`src/rtl/store_merge_unit_pkg.sv`:
```
// Shared types for the store merge unit: store opcodes, FSM encoding and the request-reject rule.
package store_merge_unit_pkg;

  localparam int DW = 32;

  typedef enum logic [1:0] {
    ST_SW  = 2'b00,
    ST_SH  = 2'b01,
    ST_SB  = 2'b10,
    ST_RSV = 2'b11
  } st_op_e;

  typedef enum logic [1:0] {
    IDLE    = 2'd0,
    RD_WAIT = 2'd1,
    WRITE   = 2'd2
  } state_e;

  // A request is rejected when it is misaligned for its size or uses the reserved opcode.
  function automatic logic req_reject(input logic [1:0] op, input logic [1:0] lo);
    logic rej;
    rej = 1'b1;
    case (op)
      ST_SW:   rej = (lo != 2'b00);
      ST_SH:   rej = lo[0];
      ST_SB:   rej = 1'b0;
      default: rej = 1'b1;
    endcase
    return rej;
  endfunction

endpackage

```
`src/rtl/store_merge_unit_if.sv`:
```
// Request and word-memory signals of the store merge unit.
// Handshake: a request transfers on a rising clk edge where req_valid && req_ready are both 1.
interface store_merge_unit_if #(
  parameter int AW = 32,
  parameter int DW = 32
);
  logic          req_valid;
  logic          req_ready;
  logic [1:0]    req_op;
  logic [AW-1:0] req_addr;
  logic [DW-1:0] req_wdata;
  logic [AW-1:0] mem_addr;
  logic          mem_re;
  logic          mem_rvalid;
  logic [DW-1:0] mem_rdata;
  logic          mem_we;
  logic [DW-1:0] mem_wdata;

  modport slave (
    input  req_valid, req_op, req_addr, req_wdata, mem_rvalid, mem_rdata,
    output req_ready, mem_addr, mem_re, mem_we, mem_wdata
  );

  modport master (
    output req_valid, req_op, req_addr, req_wdata, mem_rvalid, mem_rdata,
    input  req_ready, mem_addr, mem_re, mem_we, mem_wdata
  );
endinterface

```
`src/rtl/store_merge_unit_lane_merge.sv`:
```
// Little-endian lane select: overlays the byte/half being stored onto the old memory word.
module store_lane_merge
  import store_merge_unit_pkg::*;
(
  input  logic [1:0]    op_i,
  input  logic [1:0]    lane_i,
  input  logic [DW-1:0] old_i,
  input  logic [DW-1:0] wdata_i,
  output logic [DW-1:0] merged_o
);

  always_comb begin
    merged_o = old_i;
    case (op_i)
      ST_SB: begin
        case (lane_i)
          2'd0:    merged_o[7:0]   = wdata_i[7:0];
          2'd1:    merged_o[15:8]  = wdata_i[7:0];
          2'd2:    merged_o[23:16] = wdata_i[7:0];
          default: merged_o[31:24] = wdata_i[7:0];
        endcase
      end
      ST_SH: begin
        if (lane_i[1]) merged_o[31:16] = wdata_i[15:0];
        else           merged_o[15:0]  = wdata_i[15:0];
      end
      default: merged_o = wdata_i;
    endcase
  end

endmodule

```
`src/rtl/store_merge_unit.sv`:
```
// Store merge unit: sw written directly, sb/sh done as read-modify-write on a word-only memory.
module store_merge_unit
  import store_merge_unit_pkg::*;
#(
  parameter int AW = 32
) (
  input  logic               clk_i,
  input  logic               rst_ni,
  store_merge_unit_if.slave  bus,
  output logic               done_o,
  output logic               addr_err_o,
  output state_e             state_o
);

  state_e          state_q, state_d;
  logic [1:0]      op_q, op_d;
  logic [AW-1:0]   addr_q, addr_d;
  logic [DW-1:0]   wdata_q, wdata_d;
  logic [DW-1:0]   mdata_q, mdata_d;
  logic            err_q, err_d;
  logic [DW-1:0]   merged;

  store_lane_merge u_merge (
    .op_i     (op_q),
    .lane_i   (addr_q[1:0]),
    .old_i    (bus.mem_rdata),
    .wdata_i  (wdata_q),
    .merged_o (merged)
  );

  always_ff @(posedge clk_i or negedge rst_ni) begin
    if (!rst_ni) begin
      state_q <= IDLE;
      op_q    <= 2'b00;
      addr_q  <= '0;
      wdata_q <= '0;
      mdata_q <= '0;
      err_q   <= 1'b0;
    end else begin
      state_q <= state_d;
      op_q    <= op_d;
      addr_q  <= addr_d;
      wdata_q <= wdata_d;
      mdata_q <= mdata_d;
      err_q   <= err_d;
    end
  end

  always_comb begin
    state_d = state_q;
    op_d    = op_q;
    addr_d  = addr_q;
    wdata_d = wdata_q;
    mdata_d = mdata_q;
    err_d   = 1'b0;
    case (state_q)
      IDLE: begin
        if (bus.req_valid) begin
          // Rejected requests leave the request registers alone so mem_addr stays put.
          if (req_reject(bus.req_op, bus.req_addr[1:0])) begin
            err_d = 1'b1;
          end else begin
            op_d    = bus.req_op;
            addr_d  = bus.req_addr;
            wdata_d = bus.req_wdata;
            if (bus.req_op == ST_SW) begin
              mdata_d = bus.req_wdata;
              state_d = WRITE;
            end else begin
              state_d = RD_WAIT;
            end
          end
        end
      end
      RD_WAIT: begin
        if (bus.mem_rvalid) begin
          mdata_d = merged;
          state_d = WRITE;
        end
      end
      WRITE:   state_d = IDLE;
      default: state_d = IDLE;
    endcase
  end

  assign bus.req_ready = (state_q == IDLE);
  assign bus.mem_re    = (state_q == RD_WAIT);
  assign bus.mem_we    = (state_q == WRITE);
  assign bus.mem_addr  = {addr_q[AW-1:2], 2'b00};
  assign bus.mem_wdata = mdata_q;
  assign done_o        = (state_q == WRITE);
  assign addr_err_o    = err_q;
  assign state_o       = state_q;

endmodule

```
`src/flat_wrapper.sv`:
```
// flat-port wrapper written by rule: the top's interface ports become plain ports
module store_merge_unit_flat import store_merge_unit_pkg::*;
#(
  parameter int AW = 32
)
  (clk_i, rst_ni, done_o, addr_err_o, state_o, bus_req_valid, bus_req_op, bus_req_addr, bus_req_wdata, bus_mem_rvalid, bus_mem_rdata, bus_req_ready, bus_mem_addr, bus_mem_re, bus_mem_we, bus_mem_wdata);
  store_merge_unit_if #(.AW(AW), .DW(32)) bus_i ();
  input  logic clk_i;
  input  logic rst_ni;
  output logic done_o;
  output logic addr_err_o;
  output state_e state_o;
  input wire logic [$bits(bus_i.req_valid)-1:0] bus_req_valid;
  input wire logic [$bits(bus_i.req_op)-1:0] bus_req_op;
  input wire logic [$bits(bus_i.req_addr)-1:0] bus_req_addr;
  input wire logic [$bits(bus_i.req_wdata)-1:0] bus_req_wdata;
  input wire logic [$bits(bus_i.mem_rvalid)-1:0] bus_mem_rvalid;
  input wire logic [$bits(bus_i.mem_rdata)-1:0] bus_mem_rdata;
  output wire logic [$bits(bus_i.req_ready)-1:0] bus_req_ready;
  output wire logic [$bits(bus_i.mem_addr)-1:0] bus_mem_addr;
  output wire logic [$bits(bus_i.mem_re)-1:0] bus_mem_re;
  output wire logic [$bits(bus_i.mem_we)-1:0] bus_mem_we;
  output wire logic [$bits(bus_i.mem_wdata)-1:0] bus_mem_wdata;
  assign bus_i.req_valid = bus_req_valid;
  assign bus_i.req_op = bus_req_op;
  assign bus_i.req_addr = bus_req_addr;
  assign bus_i.req_wdata = bus_req_wdata;
  assign bus_i.mem_rvalid = bus_mem_rvalid;
  assign bus_i.mem_rdata = bus_mem_rdata;
  assign bus_req_ready = bus_i.req_ready;
  assign bus_mem_addr = bus_i.mem_addr;
  assign bus_mem_re = bus_i.mem_re;
  assign bus_mem_we = bus_i.mem_we;
  assign bus_mem_wdata = bus_i.mem_wdata;
  store_merge_unit #(.AW(AW)) u_core (.clk_i(clk_i), .rst_ni(rst_ni), .bus(bus_i), .done_o(done_o), .addr_err_o(addr_err_o), .state_o(state_o));
endmodule
```
`config.mk`:
```
export PLATFORM = sky130hd
export DESIGN_NAME = store_merge_unit_flat
export DESIGN_NICKNAME = d
export VERILOG_FILES = /design/src/rtl/store_merge_unit_pkg.sv /design/src/rtl/store_merge_unit_if.sv /design/src/rtl/store_merge_unit_lane_merge.sv /design/src/rtl/store_merge_unit.sv /design/src/flat_wrapper.sv
export SDC_FILE = /design/constraint.sdc
export NUM_CORES = 1
export LEC_CHECK = 0
export ABC_AREA = 0
export CELL_PAD_IN_SITES_DETAIL_PLACEMENT = 1
export CELL_PAD_IN_SITES_GLOBAL_PLACEMENT = 2
export CORE_ASPECT_RATIO = 1.4
export CORE_MARGIN = 8
export CORE_UTILIZATION = 29
export CTS_BUF_LIST = sky130_fd_sc_hd__clkbuf_8
export DETAILED_ROUTE_END_ITERATION = 6
export PLACE_DENSITY_LB_ADDON = 0.1
export SYNTH_ARGS = -nofsm -noshare
export SYNTH_HDL_FRONTEND = slang
export SYNTH_HIERARCHICAL = 1
export SYNTH_SLANG_ARGS = --single-unit
```
`constraint.sdc`:
```
create_clock -name clk_i -period 2.49 [get_ports clk_i]
set_input_delay 0.747 -clock clk_i [delete_from_list [all_inputs] [get_ports clk_i]]
set_output_delay 0.747 -clock clk_i [all_outputs]
set_load 0.01 [all_outputs]
```
==> results of run 1 <==
[flip-flops by register name (all words and copies together) (netlist names)]
| signal | count |
|---|---|
| u_core/addr_q | 32 |
| u_core/bus.mem_wdata | 32 |
| u_core/wdata_q | 32 |
| u_core/op_q | 2 |
| u_core/state_o | 2 |
| u_core/addr_err_o | 1 |
[area by class of cell]
| class | count | area share [%] |
|---|---|---|
| multi-input combinational | 344 | 32.9 |
| inverter | 5 | 0.248 |
| timing repair buffer | 197 | 26.7 |
| sequential | 101 | 33.4 |
| tap | 244 | 4.04 |
| clock buffer | 9 | 1.64 |
| clock inverter | 7 | 1.06 |
[power by group through the flow]
stage	logic, uW	registers, uW	clock network (uW)
after floorplan	1820	2720	0
after global placement	3240	2760	0
after detailed placement	3300	2780	0
after CTS	3320	2750	1180
after global routing	3550	2830	1250
final	3250	2740	1120
[worst reg2reg max path, stage by stage, from the launching register on]
cell	delay [ns]
dfrtp_1	0.43
inv_1	0.06
ha_1	0.33
inv_2	0.19
nand2_1	0.40
o221ai_1	0.39
nand2_1	0.08
a31oi_1	0.18
[how the worst min path moves through the flow]
stage | slack, ns | endpoint
2_1_floorplan | 0.45 | u_core/addr_err_o
6_report | 0.39 | u_core/bus.mem_wdata[3]
3_5_place_dp | 0.48 | u_core/wdata_q[30]
4_1_cts | 0.40 | u_core/bus.mem_wdata[3]
3_3_place_gp | 0.47 | u_core/wdata_q[30]
5_1_grt | 0.40 | u_core/bus.mem_wdata[3]
[logic make-up after synthesis]
family / count (synthesis) / synth area share [%]
adders and majority gates: 2 / 0.457
other: 1 / 0.0685
and+or+nand+nor: 119 / 9.22
DFF: 101 / 46.2
AOI/OAI and AO/OA: 118 / 15.2
muxes: 103 / 20.3
buffers and inverters: 75 / 8.60
[metal layers]
layer / GRT usage (%) / wire length [um]
met3: 5.86 / 1330
met5: 0 / 0
met4: 5.09 / 338
met1: 18.6 / 7660
met2: 28.9 / 9530
[through the flow]
| step | utilization [%] | cells | setup TNS, ns | power (uW) |
|---|---|---|---|---|
| after global routing | 40.8 | 907 | 0 | 7640 |
| after global placement | 39.7 | 891 | 0 | 5990 |
| after detailed placement | 39.7 | 891 | -0.0343 | 6080 |
| after floorplan | - | 520 | 0 | 4540 |
| after CTS | 40.8 | 907 | 0 | 7240 |
| final | 40.8 | 907 | 0 | 7100 |
[what timing repair did]
action / CTS / global route
endpoints found under the setup margin: 1 / 2
gates resized for setup: 1 / 3
hold buffers: 0 / 0
[cell usage after synthesis, types with 7 or more instances]
cell and count:
a21oi_1 33, a22o_1 8, a31oi_1 32, a32oi_1 7, buf_2 16, buf_4 37
clkbuf_1 13, dfrtp_1 101, mux2_1 7, mux2_2 56, mux2i_1 40, nand2_1 93
o211ai_1 7, o221ai_1 16
==> metrics.md, run 1 <==
| Metric | Value |
|---|---|
| CP top delay family | `buffers and inverters` |
| Core outline area | `18500 um^2` |
| Total CTS buffers | `9` |
| Hold WS | `0.386 ns` |
| Commonest non-fill, non-tap cell in the layout | `clkdlybuf4s50_1` |
| CP max stage delay | `0.56 ns` |
| Die span in x | `132 um` |
| Ys Warns | `6` |
| Most frequent cells in the layout | `clkdlybuf4s50_1 (166), dfrtp_1 (100), nand2_1 (93)` |
| FF+latch count, synth | `101` |
| Kind of capture point of the worst setup path | `output port` |
| Peak Freq | `438 MHz` |
| Period utilisation layout | `91.7%` |
| Number of synthesized flops with an enable pin | `0` |
| Distinct cells, synth | `39` |
| DP Area | `7350 um^2` |
| Main area contributors after synthesis | `dfrtp_1 (46%), mux2_2 (12%), mux2i_1 (7.3%)` |
| Ys flop type | `dfrtp_1` |
| Minimum clock period after layout | `2.28 ns` |
| Synth area leader | `dfrtp_1` |
| Sequential share of power | `38.5%` |
| Worst reg-to-reg setup slack | `0.35 ns` |
| Dpl ws | `-0.0105 ns` |
| # Post-CTS Setup Buffers | `0` |
| Worst Path Required | `1.74 ns` |
| Critical setup path kind | `reg2out` |
| WP depth | `2` |
| CP Buf/Inv Count | `1` |
| Worst slew margin | `54.3%` |
| Pwr Density | `939 nW/um^2` |
| Grt ovf | `0` |
| Clk pin slew, worst setup/hold paths | `0.11 ns` |
| FILL cells | `2032` |
| Synthesized area | `5470 um^2` |
| Outcome | `complete, no violations` |
| Fin nets | `762` |
| Combinational power share | `45.8%` |
| WP data arrival | `1.54 ns` |
| Initial core utilization | `29.5%` |
| Multi-input logic area | `2490 um^2` |
| Hold Fails Final Rpt | `0` |
| Share of flip-flops with an asynchronous set or reset | `100%` |
| Detailed placer's ending HPWL | `14.3 mm` |
| Clock Latency Late Sink | `0.38 ns` |
| Worst flop-to-flop path startpoint | `u_core/op_q[0]` |
| FF/Latch Area | `2530 um^2` |
| First-pass GRT wire length | `30.3 mm` |
| Switching fraction of total power | `36.5%` |
| Number of port buffers | `170` |
| CP startpoint | `u_core/state_o[1]` |
| # rows | `59` |
| Clock share of power | `15.7%` |
| Maximum vdd drop | `0.000355 V` |
| Register area share after synthesis | `46.2%` |
| I/O pin cnt | `173` |
| Finished Cell Area | `7560 um^2` |
| Setup ws final | `0.207 ns` |
| Layout cells sized above 1 | `16.7%` |
| Fin Clk Skew | `0.0120 ns` |
| Worst path cell trace | `nor2_1 -> clkdlybuf4s50_1` |
| GRT Total Usage | `16.6%` |
| CP max stage cell | `clkdlybuf4s50_1` |
| Vias | `4486` |
| DR pass1 iterations | `4` |
| Clock root buffer | `clkbuf_8` |
| CP Max Fanout | `6` |
| Yosys top cell area share | `46.2%` |
| Routability cong. | `0.784` |
| Mapped Cells | `519` |
| Vias per cell | `4.95` |
| Internal | `4510 uW` |
| Antenna violations before repair | `0` |
| R2R cell count | `7` |
| WL/cell | `20.8 um` |
| Ant diodes | `0` |
| P_leak | `0.00319 uW` |
| DRC violations left | `0` |
| Sink Count | `101` |
| Mapped Avg Cell Area | `10.5 um^2` |
| CP Launch Type | `flip-flop` |
| Die area | `23600 um^2` |
| Endpoints failing setup | `0` |
| Worst slew pin tran | `0.686 ns` |
| CTS tree | `done` |
| Reg-to-reg critical path endpoint | `u_core/bus.mem_wdata[23]` |
| Final Max Slew Viols | `0` |
| Die Y | `179 um` |
| Initial DRC count | `235` |
| Layout area overhead | `38.2%` |
| Psw | `2590 uW` |
| Largest net degree at the start of global routing | `46` |
| Max cap viols | `0` |
| Drt total wl | `18.9 mm` |
| Longest Clk Path Bufs | `2` |
| Post-route ant nets | `0` |
| # H-tree levels | `3` |
| Vias in the first global route | `5222` |
| CP endpoint | `bus_req_ready` |
| RSZ-0062 raised after global routing | `false` |
| HP Class | `in2async` |
(Power assumes the default switching activity.)
==> run 2, diff against run 1 <==
--- a/config.mk
+++ b/config.mk
@@ -6,6 +6,7 @@
 export NUM_CORES = 1
 export LEC_CHECK = 0
 export ABC_AREA = 0
+export CAP_MARGIN = 15
 export CELL_PAD_IN_SITES_DETAIL_PLACEMENT = 1
 export CELL_PAD_IN_SITES_GLOBAL_PLACEMENT = 2
 export CORE_ASPECT_RATIO = 1.4
==> results of run 2 <==
Final layout, timing and power as in run 1 (identical DEF).
